File: config.mk
export PLATFORM = sky130hd
export DESIGN_NAME = demultiplex_flat
export DESIGN_NICKNAME = d
export VERILOG_FILES = /design/src/rtl/demultiplex_if.sv /design/src/rtl/demultiplex.sv /design/src/flat_wrapper.sv
export SDC_FILE = /design/constraint.sdc
export NUM_CORES = 1
export LEC_CHECK = 0
export CAP_MARGIN = 20
export CORE_MARGIN = 3
export CORE_UTILIZATION = 40
export CTS_CLUSTER_DIAMETER = 30
export DETAILED_ROUTE_END_ITERATION = 10
export PLACE_DENSITY = 0.72
export SLEW_MARGIN = 20
export SYNTH_ARGS = -nofsm -noshare
export SYNTH_HDL_FRONTEND = slang
export SYNTH_SLANG_ARGS = --single-unit
File: constraint.sdc
create_clock -name clk -period 2.2 [get_ports clk]
set_input_delay 0.44 -clock clk [delete_from_list [all_inputs] [get_ports clk]]
set_output_delay 0.44 -clock clk [all_outputs]
set_load 0.01 [all_outputs]
File: src/rtl/demultiplex_if.sv
// Stream bus for the demultiplexer: one indexed input port and N output channels.
// The slave modport is the demultiplexer's view; master is the driver/sink side.
interface demultiplex_if #(
  parameter int W = 8,
  parameter int N = 2
);
  localparam int IW = $clog2(N);

  logic              s_stb;
  logic [IW+W-1:0]   s_dat;
  logic              s_rdy;
  logic [N-1:0]      m_stb;
  logic [N*W-1:0]    m_dat;
  logic [N-1:0]      m_rdy;

  modport slave  (input  s_stb, s_dat, m_rdy, output s_rdy, m_stb, m_dat);
  modport master (output s_stb, s_dat, m_rdy, input  s_rdy, m_stb, m_dat);
endinterface

File: src/rtl/demultiplex.sv
// Routes each input beat to one of N channels by its upper index bits.
// Every channel owns a 2-entry FIFO; out-of-range beats are dropped and counted.
module demultiplex #(
  parameter int W = 8,
  parameter int N = 2
) (
  input  logic               clk,
  input  logic               rst,
  demultiplex_if.slave       bus,
  output logic               err,
  output logic [7:0]         drops
);
  localparam int IW = $clog2(N);

  logic [W-1:0]  payload;
  logic [IW-1:0] idx;
  logic [IW:0]   idx_ext;
  logic          in_range;
  logic [N-1:0]  full;
  logic          sel_full;
  logic          accept;

  assign payload  = bus.s_dat[W-1:0];
  assign idx      = bus.s_dat[IW+W-1:W];
  assign idx_ext  = {1'b0, idx};
  assign in_range = idx_ext < (IW+1)'(N);

  always_comb begin
    sel_full = 1'b0;
    for (int unsigned k = 0; k < N; k++) begin
      if (idx_ext == (IW+1)'(k)) sel_full = full[k];
    end
  end

  // Ready depends only on the addressed channel's occupancy, never on m_rdy.
  assign bus.s_rdy = !in_range || !sel_full;
  assign accept    = bus.s_stb && bus.s_rdy;

  for (genvar k = 0; k < N; k++) begin : g_ch
    logic [W-1:0] head;
    logic [W-1:0] tail;
    logic [1:0]   cnt;
    logic         push;
    logic         pop;

    assign push    = accept && in_range && (idx_ext == (IW+1)'(k));
    assign pop     = (cnt != 2'd0) && bus.m_rdy[k];
    assign full[k] = (cnt == 2'd2);

    assign bus.m_stb[k]         = (cnt != 2'd0);
    assign bus.m_dat[k*W +: W]  = head;

    always_ff @(posedge clk or negedge rst) begin
      if (!rst) begin
        head <= '0;
        tail <= '0;
        cnt  <= '0;
      end else begin
        unique case ({push, pop})
          2'b10: begin
            if (cnt == 2'd0) begin
              head <= payload;
              cnt  <= 2'd1;
            end else begin
              tail <= payload;
              cnt  <= 2'd2;
            end
          end
          2'b01: begin
            head <= tail;
            cnt  <= cnt - 2'd1;
          end
          // Push+pop only reachable at count 1: new beat becomes head.
          2'b11: head <= payload;
          default: ;
        endcase
      end
    end
  end

  always_ff @(posedge clk or negedge rst) begin
    if (!rst) begin
      err   <= 1'b0;
      drops <= '0;
    end else begin
      err <= accept && !in_range;
      if (accept && !in_range && drops != 8'hFF) drops <= drops + 8'd1;
    end
  end
endmodule

File: src/flat_wrapper.sv
// flat-port wrapper written by rule: the top's interface ports become plain ports
module demultiplex_flat 
#(
  parameter int W = 8,
  parameter int N = 2
)
  (clk, rst, err, drops, bus_s_stb, bus_s_dat, bus_m_rdy, bus_s_rdy, bus_m_stb, bus_m_dat);
  demultiplex_if #(.W(W), .N(N)) bus_i ();
  input  logic clk;
  input  logic rst;
  output logic err;
  output logic [7:0] drops;
  input wire logic [$bits(bus_i.s_stb)-1:0] bus_s_stb;
  input wire logic [$bits(bus_i.s_dat)-1:0] bus_s_dat;
  input wire logic [$bits(bus_i.m_rdy)-1:0] bus_m_rdy;
  output wire logic [$bits(bus_i.s_rdy)-1:0] bus_s_rdy;
  output wire logic [$bits(bus_i.m_stb)-1:0] bus_m_stb;
  output wire logic [$bits(bus_i.m_dat)-1:0] bus_m_dat;
  assign bus_i.s_stb = bus_s_stb;
  assign bus_i.s_dat = bus_s_dat;
  assign bus_i.m_rdy = bus_m_rdy;
  assign bus_s_rdy = bus_i.s_rdy;
  assign bus_m_stb = bus_i.m_stb;
  assign bus_m_dat = bus_i.m_dat;
  demultiplex #(.W(W), .N(N)) u_core (.clk(clk), .rst(rst), .bus(bus_i), .err(err), .drops(drops));
endmodule
# After elaboration in Yosys (flattened, before gate mapping)

Index checks and enable logic that the tools add are counted.

Latch bits: 0
Memory bits (writable): 0
Logic and storage cells: 59
Input port bits: 14
Bits in read-only memories: 0
Flip-flop bits (word level): 45
Memories kept: 0
Output and inout port bits: 28

Reductions and logical operators: 24
Add/subtract/negate cells: 3
Multipliers: 0
Multiplexer cells: 10
Shifts and indexed selects: 0
Bitwise logic cells: 2
Magnitude comparators: 1
Div/mod/pow operators: 0
Eq/ne operators: 11

Operators with widths:

| kind                                                                          | count |
|---|---|
| 8-bit one-hot mux with 3 select lines                                         | 2 |
| 8-bit 2-to-1 mux                                                              | 2 |
| 2-bit equality test (second input constant)                                   | 6 |
| 8-bit by 1-bit adder with 8-bit output (second input constant)                | 1 |
| 1-bit logical AND                                                             | 8 |
| 8-bit != test (second input constant)                                         | 1 |
| 2-bit one-hot mux with 2 select lines                                         | 2 |
| 2-bit AND reduction                                                           | 4 |
| 2-bit nonzero test                                                            | 4 |
| 2-bit logical NOT                                                             | 3 |
| 3-bit nonzero test                                                            | 2 |
| 2-bit by 1-bit equality test with 1-bit output (second input constant)        | 2 |
| 2-bit 2-to-1 mux                                                              | 2 |
| 2-bit by 1-bit != test with 1-bit output (second input constant)              | 2 |
| 2-bit by 1-bit subtractor with 2-bit output (second input constant)           | 2 |
| 1-bit logical NOT                                                             | 2 |
| 1-bit by 2-bit less-than comparator with 1-bit output (second input constant) | 1 |
| 1-bit 2-to-1 mux                                                              | 2 |
| 1-bit inverter                                                                | 2 |
| 1-bit logical OR                                                              | 1 |

# Logic depth before layout (Yosys ltp)

Gate-level depths: netlist of run 1.

Word-level depth: 11
Gate-level depth with buffers: 10
Mapped depth without buffers: 9

# Least setup slack after synthesis of run 1

No wires, ideal clock.

Kind: register to register
Start point: register u_core.g_ch[0].cnt[0]
End point: register u_core.g_ch[0].head[0]
Clock period less this slack: 1.996 ns
Setup slack: 0.204 ns
Arrival: 1.868 ns
Buffers on the path: 1
Setup time: 0.128 ns
Stages on the path, launching flop included: 10
Required time: 2.072 ns
Cell sequence: dfrtp_1 > inv_1 > ha_1 > inv_2 > nand2_2 > inv_2 > ha_1 > clkbuf_1 > mux2_2 > mux2_1

Elaborated cells on any way between the ends: 18
Classes of those cells: 5 x eq/ne; 3 x mux; 10 x reduce/logical

RTL lines:

| item                                                                                            | RTL line           | text |
|---|---|---|
| from (decl)                                                                                     | demultiplex.sv:42  | `logic [1:0] cnt;` |
| from (signal assigned)                                                                          | demultiplex.sv:71  | `cnt <= cnt - 2'd1;` |
| 2-bit nonzero test (*)                                                                          | --                 |  |
| via bus_m_stb[0]                                                                                | flat_wrapper.sv:17 | `output wire logic [$bits(bus_i.m_stb)-1:0] bus_m_stb;` |
| 1-bit logical AND (*)                                                                           | demultiplex.sv:47  | `assign pop = (cnt != 2'd0) && bus.m_rdy[k];` |
| 2-bit equality test or 2-bit by 1-bit equality test with 1-bit output (tied branches)           | demultiplex.sv:59  | `unique case ({push, pop})` |
| 2-bit by 1-bit != test with 1-bit output (no source line) or 3-bit nonzero test (tied branches) | --                 |  |
| 2-bit AND reduction (no source line)                                                            | --                 |  |
| to (signal assigned)                                                                            | demultiplex.sv:62  | `head <= payload;` |
| to (signal assigned)                                                                            | demultiplex.sv:70  | `head <= tail;` |
| to (signal assigned)                                                                            | demultiplex.sv:74  | `2'b11: head <= payload;` |
| to (decl)                                                                                       | demultiplex.sv:40  | `logic [W-1:0] head;` |

The timed path passes the listed nets; every way through them passes the cells marked *.
A chain may end at the register's enable or synchronous reset.

# Worst setup path after layout of run 1

Start point: register u_core.g_ch[0].cnt[0]
End point: output bus_m_stb[0]

Word-level cells in the longest chain between the ends: 1

RTL lines:

| item               | RTL line           | text |
|---|---|---|
| 2-bit nonzero test | demultiplex.sv:50  | `assign bus.m_stb[k] = (cnt != 2'd0);` |
| to (decl)          | flat_wrapper.sv:17 |  |

Every way passes these cells.

==> results.py, run 1 <==
metrics = {
    "clock_network": {
        "cts-htree-levels": 2,
        "cts_tree": "done",
        "cts_hold_buf": 0,
        "clockRootBuffer": "clkbuf_8",
        "numClockSinks": 36,
        "cts.clk_slew.worst_paths_ps": 70,
        "cts.path.max_buffers": 2,
        "clock_latency_ps": 280,
        "cts_buffers": 5,
    },
    "placement": {
        "io_buffers": 32,
        "hpwlAfterDp_um": 2720,
        "routabilityCongestion": 0.849,
        "postPlaceCellArea_mm2": 0.00226,
        "dpl.cell_count": 230,
    },
    "cells_and_area": {
        "instances_no_fill": 238,
        "fin_util_pct": 53.5,
        "drive_above_1_share_pct": 39.2,
        "fin_area_mm2": 0.00236,
        "area_growth_pct": 27.7,
        "antennaDiodeCount": 0,
        "nNetsFinal": 207,
    },
    "global_route": {
        "grt_pass1_wl_um": 5810,
        "grt_pass1_vias": 1261,
        "grt_max_degree": 37,
        "grt_antenna_before_repair": 0,
        "overflow": 0,
        "track_usage_pct": 14.4,
    },
    "power": {
        "p_leak_nw": 1.07,
        "power_frac_clock_pct": 15.5,
        "cell_internal_pwr_mw": 2.07,
        "pwr-share-comb_pct": 46.4,
        "pwr-share-seq_pct": 38.0,
        "ir_worst_vdd_uv": 692,
        "switching_share_pct": 31.8,
        "power.density_mw_per_mm2": 1290,
        "p_sw_uw": 966,
        "power_mw": 3.04,
    },
    "timing": {
        "setup_viol": 0,
        "rsz0062_at_grt": "no",
        "fmax_mhz": 484,
        "period_needed_ps": 2060,
        "hold_violations": 0,
        "drv_slew": 0,
        "layout_worst_path_cycle_share_pct": 93.9,
        "hold_ws_ps": 501,
        "fin_worst_skew_ps": 2.80,
    },
    "yosys": {
        "seq_area_frac_synth_pct": 48.7,
        "syn_area_mm2": 0.00185,
        "synth_warnings": 0,
        "syn_inst": 141,
        "synth_seq_cells": 36,
        "synth_cell_types": 19,
        "synth_area_per_cell_um2": 13.1,
    },
    "route": {
        "viasPerCell": 4.90,
        "drc": 0,
        "via_count": 1166,
        "postRouteAntennaNets": 0,
        "dr.first_iter.drc_count": 14,
        "drt_wl_total_um": 3590,
        "wl_per_cell_um": 15.1,
        "drtPass1Iterations": 4,
    },
    "floorplan": {
        "core_area_mm2": 0.00441,
        "num_io_pins": 42,
        "start_util_pct": 41.9,
        "die_h_um": 74.0,
        "dieArea_mm2": 0.00548,
        "rows": 24,
        "die_w_um": 74.0,
    },
    "min_path": {
        "hp-class": "flop to flop",
        "hold_depth": 1,
    },
    "setup_path": {
        "max_stage_delay_ps": 530,
        "start_kind": "flop",
        "crit_fanout": 4,
        "crit_path_end_kind": "output port",
        "critical_path.slowest_cell": "clkdlybuf4s50_1",
        "worstPathRequired_ps": 1760,
        "arrival_ps": 1620,
        "cp_cell_sequence": "inv_1 > ha_1 > inv_2 > clkdlybuf4s50_1",
        "crit_type": "flop to output port",
        "r2r_cells": 8,
    },
    "run_status": {
        "status": "finished, final reports clean",
    },
    "job": {
        "cap_viol_max_count": 0,
    },
}
-- layout by cell type, fill, tap and decap left out, drive strengths merged --
master          n
nand3           4
nor2            3
clkbuf          6
clkinv          2
o311ai          2
inv            13
a21oi           2
mux2           48
buf             8
dlymetal6s2s    1
conb            9
clkdlybuf4s50  31
ha              8
a41oi           2
nand2           6
nand2b          2
a31oi           1
mux2i           2
dfrtp          36
-- critical path: cells and delay by family, from the launching register on --
family	cells	cell delay (ps)
buffers and inverters	3	710
adder cells (fa/ha/maj)	1	260
flip-flops	1	370
-- sequential cells by signal, summed over array words and instances, names as in the netlist --
| name | count |
|---|---|
| u_core.g_ch.cnt | 4 |
| u_core.g_ch.head | 16 |
| u_core.g_ch.tail | 16 |
-- synth_stat cells (all sizes together) --
master  instances  area [um2]
inv            13        48.8
ha              8         100
a21oi           2        10.0
a31oi           1        6.26
dfrtp          36         901
nor2            3        11.3
conb            1        3.75
nand2           6        27.5
buf             9        67.6
mux2i           2        20.0
clkbuf          2        7.51
nand3           4        20.0
mux2           48         541
nand2b          2        12.5
o311ai          2        17.5
a41oi           2        55.1
-- per-stage QoR --
step | setup WS (ps) | TNS [ps]
6_report | 135 | 0
5_1_grt | 29.1 | 0
4_1_cts | 4.00 | 0
3_5_place_dp | -81.5 | -349
3_3_place_gp | -53.7 | -199
2_1_floorplan | 204 | 0
-- final cells by class --
class,count,area [um2]
inverters,13,48.8
clock inverters,2,10.0
clock buffers,6,82.6
flip-flops and latches,36,901
multi-input cells,89,860
repair buffers,40,395
fillers,365,2050
well taps,52,65.1
-- worst paths after layout --
| path | start | end | slack [ps] |
|---|---|---|---|
| worst max-delay path | u_core.g_ch[0].cnt[0] | bus_m_stb[0] | 140 |
| min in group asynchronous | rst | u_core.g_ch[1].cnt[0] | 570 |
| worst min-delay path | u_core.g_ch[0].tail[5] | u_core.g_ch[0].tail[5] | 500 |
| worst max register to register | u_core.g_ch[0].cnt[0] | u_core.g_ch[0].head[0] | 150 |
| worst min register to register | u_core.g_ch[0].tail[5] | u_core.g_ch[0].tail[5] | 500 |
| max in group asynchronous | rst | u_core.g_ch[0].cnt[0] | 1320 |
-- timing repair --
| item | CTS | global route |
|---|---|---|
| setup endpoints to repair | 0 | 7 |
| buffers inserted | 0 | 0 |
| resized for setup | 0 | 3 |
-- kinds of logic (layout without fill, tap and decap cells) --
family	Yosys count	after routing	share of synthesized area, %
mux	50	50	30.3
flops	36	36	48.7
buf+inv	24	61	6.70
simple gates	15	15	3.86
fa+ha+maj	8	8	5.41
compound gates	7	7	4.80
other cells	1	9	0.203
-- per-layer routing --
metal	GRT usage, %	wire, um
met1	17.1	1560
met2	23.8	1760
met3	5.68	249
met4	4.83	16
met5	0	0
-- power groups by stage --
stage	registers, mW	logic (mW)	clock network, mW
floorplan	1.20	0.788	0
finish	1.16	1.41	0.472
global placement	1.15	1.36	0
detailed placement	1.17	1.42	0
global route	1.19	1.54	0.520
CTS	1.16	1.43	0.494
Power figures use the tool's default switching activity.
==> inputs of run 2 (changes only) <==
- RECOVER_POWER: not set -> 25
==> run 2 against run 1 <==
First-iteration DRC count unchanged. Clock skew about the same. Critical path depth stayed put. Total power about the same. Sequential power is essentially flat. Critical path type unchanged. Largest power group unchanged.
==> results.py, run 2 (same netlist as run 1, synthesis figures left out) <==
metrics = {
    "floorplan": {
        "start_util_pct": 41.9,
        "die_w_um": 74.0,
        "num_io_pins": 42,
        "rows": 24,
        "core_area_mm2": 0.00441,
        "die_h_um": 74.0,
        "dieArea_mm2": 0.00548,
    },
    "timing": {
        "setup_viol": 0,
        "layout_setup_ws_ps": 135,
        "layout_worst_path_cycle_share_pct": 93.9,
        "period_needed_ps": 2060,
        "relSlewSlack_pct": 42.0,
        "rsz0062_at_grt": "no",
        "fin_worst_skew_ps": 2.80,
        "finalSetupTns_ps": 0,
        "fmax_mhz": 484,
        "drv_slew": 0,
        "hold_ws_ps": 501,
        "hold_violations": 0,
        "worstMarginPinSlew_ps": 870,
    },
    "min_path": {
        "hp-class": "flop to flop",
        "hp-start": "u_core.g_ch[0].tail[5]",
    },
    "setup_path": {
        "r2r-end": "u_core.g_ch[0].head[0]",
        "arrival_ps": 1620,
        "max_stage_delay_ps": 530,
        "cp_cell_sequence": "inv_1 > ha_1 > inv_2 > clkdlybuf4s50_1",
        "start_kind": "flop",
        "crit_path_end": "bus_m_stb[0]",
        "critical_path.slowest_cell": "clkdlybuf4s50_1",
        "worstPathRequired_ps": 1760,
        "r2r-start": "u_core.g_ch[0].cnt[0]",
        "crit_fanout": 4,
        "r2r_cells": 8,
        "startpoint": "u_core.g_ch[0].cnt[0]",
        "crit_type": "flop to output port",
        "rrSetupSlack_ps": 150,
        "crit_path_end_kind": "output port",
    },
    "power": {
        "p_leak_nw": 1.07,
        "power_frac_clock_pct": 15.5,
        "pwr-share-comb_pct": 46.4,
        "power_mw": 3.04,
        "pwr-share-seq_pct": 38.0,
        "cell_internal_pwr_mw": 2.07,
        "power.density_mw_per_mm2": 1290,
        "p_sw_uw": 966,
        "switching_share_pct": 31.8,
        "ir_worst_vdd_uv": 692,
    },
    "clock_network": {
        "postCtsSetupBuffers": 0,
        "cts-htree-levels": 2,
        "clock_latency_ps": 280,
        "cts_hold_buf": 0,
        "cts.clk_slew.worst_paths_ps": 70,
        "clockRootBuffer": "clkbuf_8",
        "cts_buffers": 5,
        "cts_tree": "done",
        "numClockSinks": 36,
        "cts.path.max_buffers": 2,
    },
    "route": {
        "drt_wl_total_um": 3600,
        "postRouteAntennaNets": 0,
        "via_count": 1166,
        "dr.first_iter.drc_count": 14,
        "wl_per_cell_um": 15.1,
        "viasPerCell": 4.90,
        "drc": 0,
        "drtPass1Iterations": 4,
    },
    "global_route": {
        "use_met2_pct": 23.8,
        "grtUsageMet3_pct": 5.68,
        "grt_max_degree": 37,
        "grt_antenna_before_repair": 0,
        "grtUsageMet1_pct": 17.1,
        "top_usage_layer": "met2",
        "track_usage_pct": 14.4,
        "overflow": 0,
        "grt_pass1_vias": 1261,
        "grt_pass1_wl_um": 5810,
    },
    "cells_and_area": {
        "fin_area_mm2": 0.00236,
        "drive_above_1_share_pct": 39.2,
        "antennaDiodeCount": 0,
        "area_growth_pct": 27.6,
        "top_regs": "u_core.g_ch.head (16), u_core.g_ch.tail (16), u_core.g_ch.cnt (4)",
        "final_cell_mix": "mux2_2 (47), dfrtp_1 (36), clkdlybuf4s50_1 (30)",
        "nFillCells": 366,
        "nNetsFinal": 207,
        "final_common_cell": "mux2_2",
    },
    "placement": {
        "io_buffers": 32,
        "postPlaceCellArea_mm2": 0.00226,
        "pre_cts_slack_ps": -81.5,
        "hpwlAfterDp_um": 2720,
        "routabilityCongestion": 0.849,
    },
    "run_status": {
        "status": "finished, final reports clean",
    },
    "job": {
        "cap_viol_max_count": 0,
    },
}
run 2: layout make-up:
class                           instances  area [um2]  area share (%)
Multi-Input combinational cell         89         860            36.4
Tap cell                               52        65.1            2.76
Clock buffer                            6        82.6            3.50
Inverter                               13        48.8            2.07
Timing Repair Buffer                   40         393            16.6
Sequential cell                        36         901            38.2
Clock inverter                          2        10.0           0.424
run 2: critical path: cells and delay by family (launching register included):
family | cells | cell delay (ps)
buffers and inverters | 3 | 710
flip-flops | 1 | 370
adder cells (fa/ha/maj) | 1 | 260
run 2: worst min-delay path by stage:
stage,end,slack (ps),cells after the start
2_1_floorplan,u_core.g_ch[0].cnt[0],140,0
3_3_place_gp,u_core.g_ch[1].tail[2],480,1
3_5_place_dp,u_core.g_ch[0].tail[7],490,1
4_1_cts,u_core.g_ch[0].tail[7],500,1
5_1_grt,u_core.g_ch[0].tail[5],520,1
6_report,u_core.g_ch[0].tail[5],500,1
run 2: power by group through the flow:
stage	Clock [mW]	Combinational (mW)	Sequential (mW)
4_1_cts	0.494	1.43	1.16
2_1_floorplan	0	0.788	1.20
5_1_grt	0.520	1.54	1.19
3_5_place_dp	0	1.42	1.17
3_3_place_gp	0	1.36	1.15
6_report	0.472	1.41	1.16
run 2: stage by stage:
| step | std cells | utilization, % |
|---|---|---|
| CTS | 238 | 53.3 |
| floorplan | 149 | - |
| detailed placement | 230 | 51.2 |
| global route | 238 | 53.5 |
| finish | 238 | 53.5 |
| global placement | 230 | 51.2 |
run 2: routing by layer:
metal	share of wire (%)	routed length, um
met1	44	1570
met2	49	1760
met3	6.9	248
met4	0.44	16
met5	0	0
run 2: what timing repair did:
| item | CTS | global route |
|---|---|---|
| hold endpoints to repair | 0 | 0 |
| setup endpoints to repair | 0 | 7 |
| resized for setup | 0 | 3 |
==> inputs of run 3 (changes only) <==
- CORE_MARGIN: 3 -> not set
==> run 3 against run 2 <==
Combinational power decreased by 3%. Critical path depth increased by 4. Utilization increased by 0.14 points. Routed wire length decreased by 8.1%. Clock power increased by 31%. Critical path type is now flop to flop. Critical endpoint is now u_core.g_ch[1].head[1]. Largest power group unchanged.
==> results.py, run 3 (same netlist as run 1, synthesis figures left out) <==
metrics = {
    "run_status": {
        "status": "finished, final reports clean",
    },
    "setup_path": {
        "crit_path_end_kind": "flop",
        "crit_fanout": 7,
        "arrival_ps": 2250,
        "r2r_cells": 8,
        "start_kind": "flop",
        "max_stage_delay_ps": 380,
        "r2r-end": "u_core.g_ch[1].head[1]",
        "critical_path.slowest_cell": "mux2_2",
        "worstPathRequired_ps": 2370,
        "startpoint": "u_core.g_ch[1].cnt[0]",
        "cp_cell_sequence": "inv_1 > ha_1 > inv_2 > nand2_2 > inv_2 > ha_1 > mux2_2 > mux2_2",
        "rrSetupSlack_ps": 120,
        "crit_type": "flop to flop",
        "r2r-start": "u_core.g_ch[1].cnt[0]",
        "crit_path_end": "u_core.g_ch[1].head[1]",
    },
    "clock_network": {
        "clockRootBuffer": "clkbuf_8",
        "numClockSinks": 36,
        "cts_tree": "done",
        "cts-htree-levels": 2,
        "clock_latency_ps": 280,
        "cts.clk_slew.worst_paths_ps": 70,
        "cts.path.max_buffers": 2,
        "cts_hold_buf": 0,
        "cts_buffers": 5,
        "cts_resized": 1,
        "postCtsSetupBuffers": 0,
    },
    "timing": {
        "setup_viol": 0,
        "worstMarginPinSlew_ps": 874,
        "hold_ws_ps": 502,
        "rsz0062_at_grt": "no",
        "drv_slew": 0,
        "period_needed_ps": 2080,
        "finalSetupTns_ps": 0,
        "fmax_mhz": 481,
        "hold_violations": 0,
        "layout_worst_path_cycle_share_pct": 94.5,
        "relSlewSlack_pct": 41.7,
        "fin_worst_skew_ps": 4.59,
        "layout_setup_ws_ps": 120,
    },
    "cells_and_area": {
        "final_cell_mix": "mux2_2 (47), dfrtp_1 (36), clkdlybuf4s50_1 (30)",
        "multi_input_area_um2": 855,
        "area_growth_pct": 27.1,
        "top_regs": "u_core.g_ch.head (16), u_core.g_ch.tail (16), u_core.g_ch.cnt (4)",
        "antennaDiodeCount": 0,
        "nNetsFinal": 204,
        "drive_above_1_share_pct": 37.2,
        "final_common_cell": "mux2_2",
        "area.sequential_um2": 901,
        "nFillCells": 375,
    },
    "floorplan": {
        "core_area_mm2": 0.00438,
        "num_io_pins": 42,
        "dieArea_mm2": 0.00490,
        "die_h_um": 70.0,
        "die_w_um": 70.0,
        "start_util_pct": 42.2,
        "rows": 24,
    },
    "global_route": {
        "grt_pass1_wl_um": 5660,
        "overflow": 0,
        "track_usage_pct": 15.2,
        "grt_max_degree": 37,
        "grt_pass1_vias": 1214,
        "grt_antenna_before_repair": 0,
    },
    "route": {
        "drc": 0,
        "dr.first_iter.drc_count": 10,
        "wl_per_cell_um": 14.1,
        "postRouteAntennaNets": 0,
        "drtPass1Iterations": 4,
        "via_count": 1165,
        "drt_wl_total_um": 3310,
        "viasPerCell": 4.96,
    },
    "power": {
        "cell_internal_pwr_mw": 2.20,
        "power.density_mw_per_mm2": 1340,
        "ir_worst_vdd_uv": 712,
        "pwr-share-seq_pct": 36.7,
        "pwr-share-comb_pct": 43.6,
        "power_frac_clock_pct": 19.7,
        "p_leak_nw": 1.05,
        "switching_share_pct": 30.1,
        "p_sw_uw": 945,
    },
    "job": {
        "cap_viol_max_count": 0,
    },
    "placement": {
        "hpwlAfterDp_um": 2540,
        "routabilityCongestion": 0.744,
        "pre_cts_slack_ps": -46.6,
        "io_buffers": 32,
    },
    "min_path": {
        "hp-class": "flop to flop",
    },
}
[run 3: metrics by stage]
stage               utilization (%)  instances  power [mW]  instance area, um2
floorplan                         -        149        1.99                1880
global placement               50.8        227        2.48                2230
detailed placement             50.8        227        2.56                2230
CTS                            53.7        235        3.19                2350
global route                   53.6        235        3.36                2350
finish                         53.6        235        3.14                2350
[run 3: worst max-delay path: cells and delay by family (launching register included)]
| family | cells | cell delay, ps |
|---|---|---|
| adders and majority gates | 2 | 630 |
| buffers and inverters | 3 | 270 |
| and+or+nand+nor | 1 | 70 |
| DFF | 1 | 360 |
| muxes | 2 | 640 |
[run 3: cell type report]
cell class	count	share of cell area [%]
Clock inverter	1	1.28
Multi-Input combinational cell	89	36.4
Inverter	13	2.08
Clock buffer	7	4.10
Tap cell	52	2.77
Sequential cell	36	38.3
Timing Repair Buffer	37	15.1
[run 3: worst min path at each step]
stage                      startpoint                endpoint  depth (start not counted)
2_1_floorplan                     rst   u_core.g_ch[0].cnt[0]                          0
3_3_place_gp   u_core.g_ch[1].tail[7]  u_core.g_ch[1].tail[7]                          1
3_5_place_dp   u_core.g_ch[0].tail[5]  u_core.g_ch[0].tail[5]                          1
4_1_cts        u_core.g_ch[0].tail[5]  u_core.g_ch[0].tail[5]                          1
5_1_grt        u_core.g_ch[1].tail[2]  u_core.g_ch[1].tail[2]                          1
6_report       u_core.g_ch[1].tail[7]  u_core.g_ch[1].tail[7]                          1
[run 3: power by group through the flow]
stage                     Clock, mW  Combinational [mW]  Sequential (mW)
after floorplan                   0               0.788             1.20
after global placement            0                1.33             1.15
after detailed placement          0                1.39             1.17
after CTS                     0.641                1.39             1.16
after global routing          0.674                1.49             1.20
final                         0.619                1.37             1.15
[run 3: metal layers]
metal	track usage, %	vias to the layer above	part of all wire [%]
li1	-	549	-
met1	18.4	572	43
met2	25.4	37	50
met3	4.04	7	4.6
met4	6.67	0	1.9
met5	0	-	0
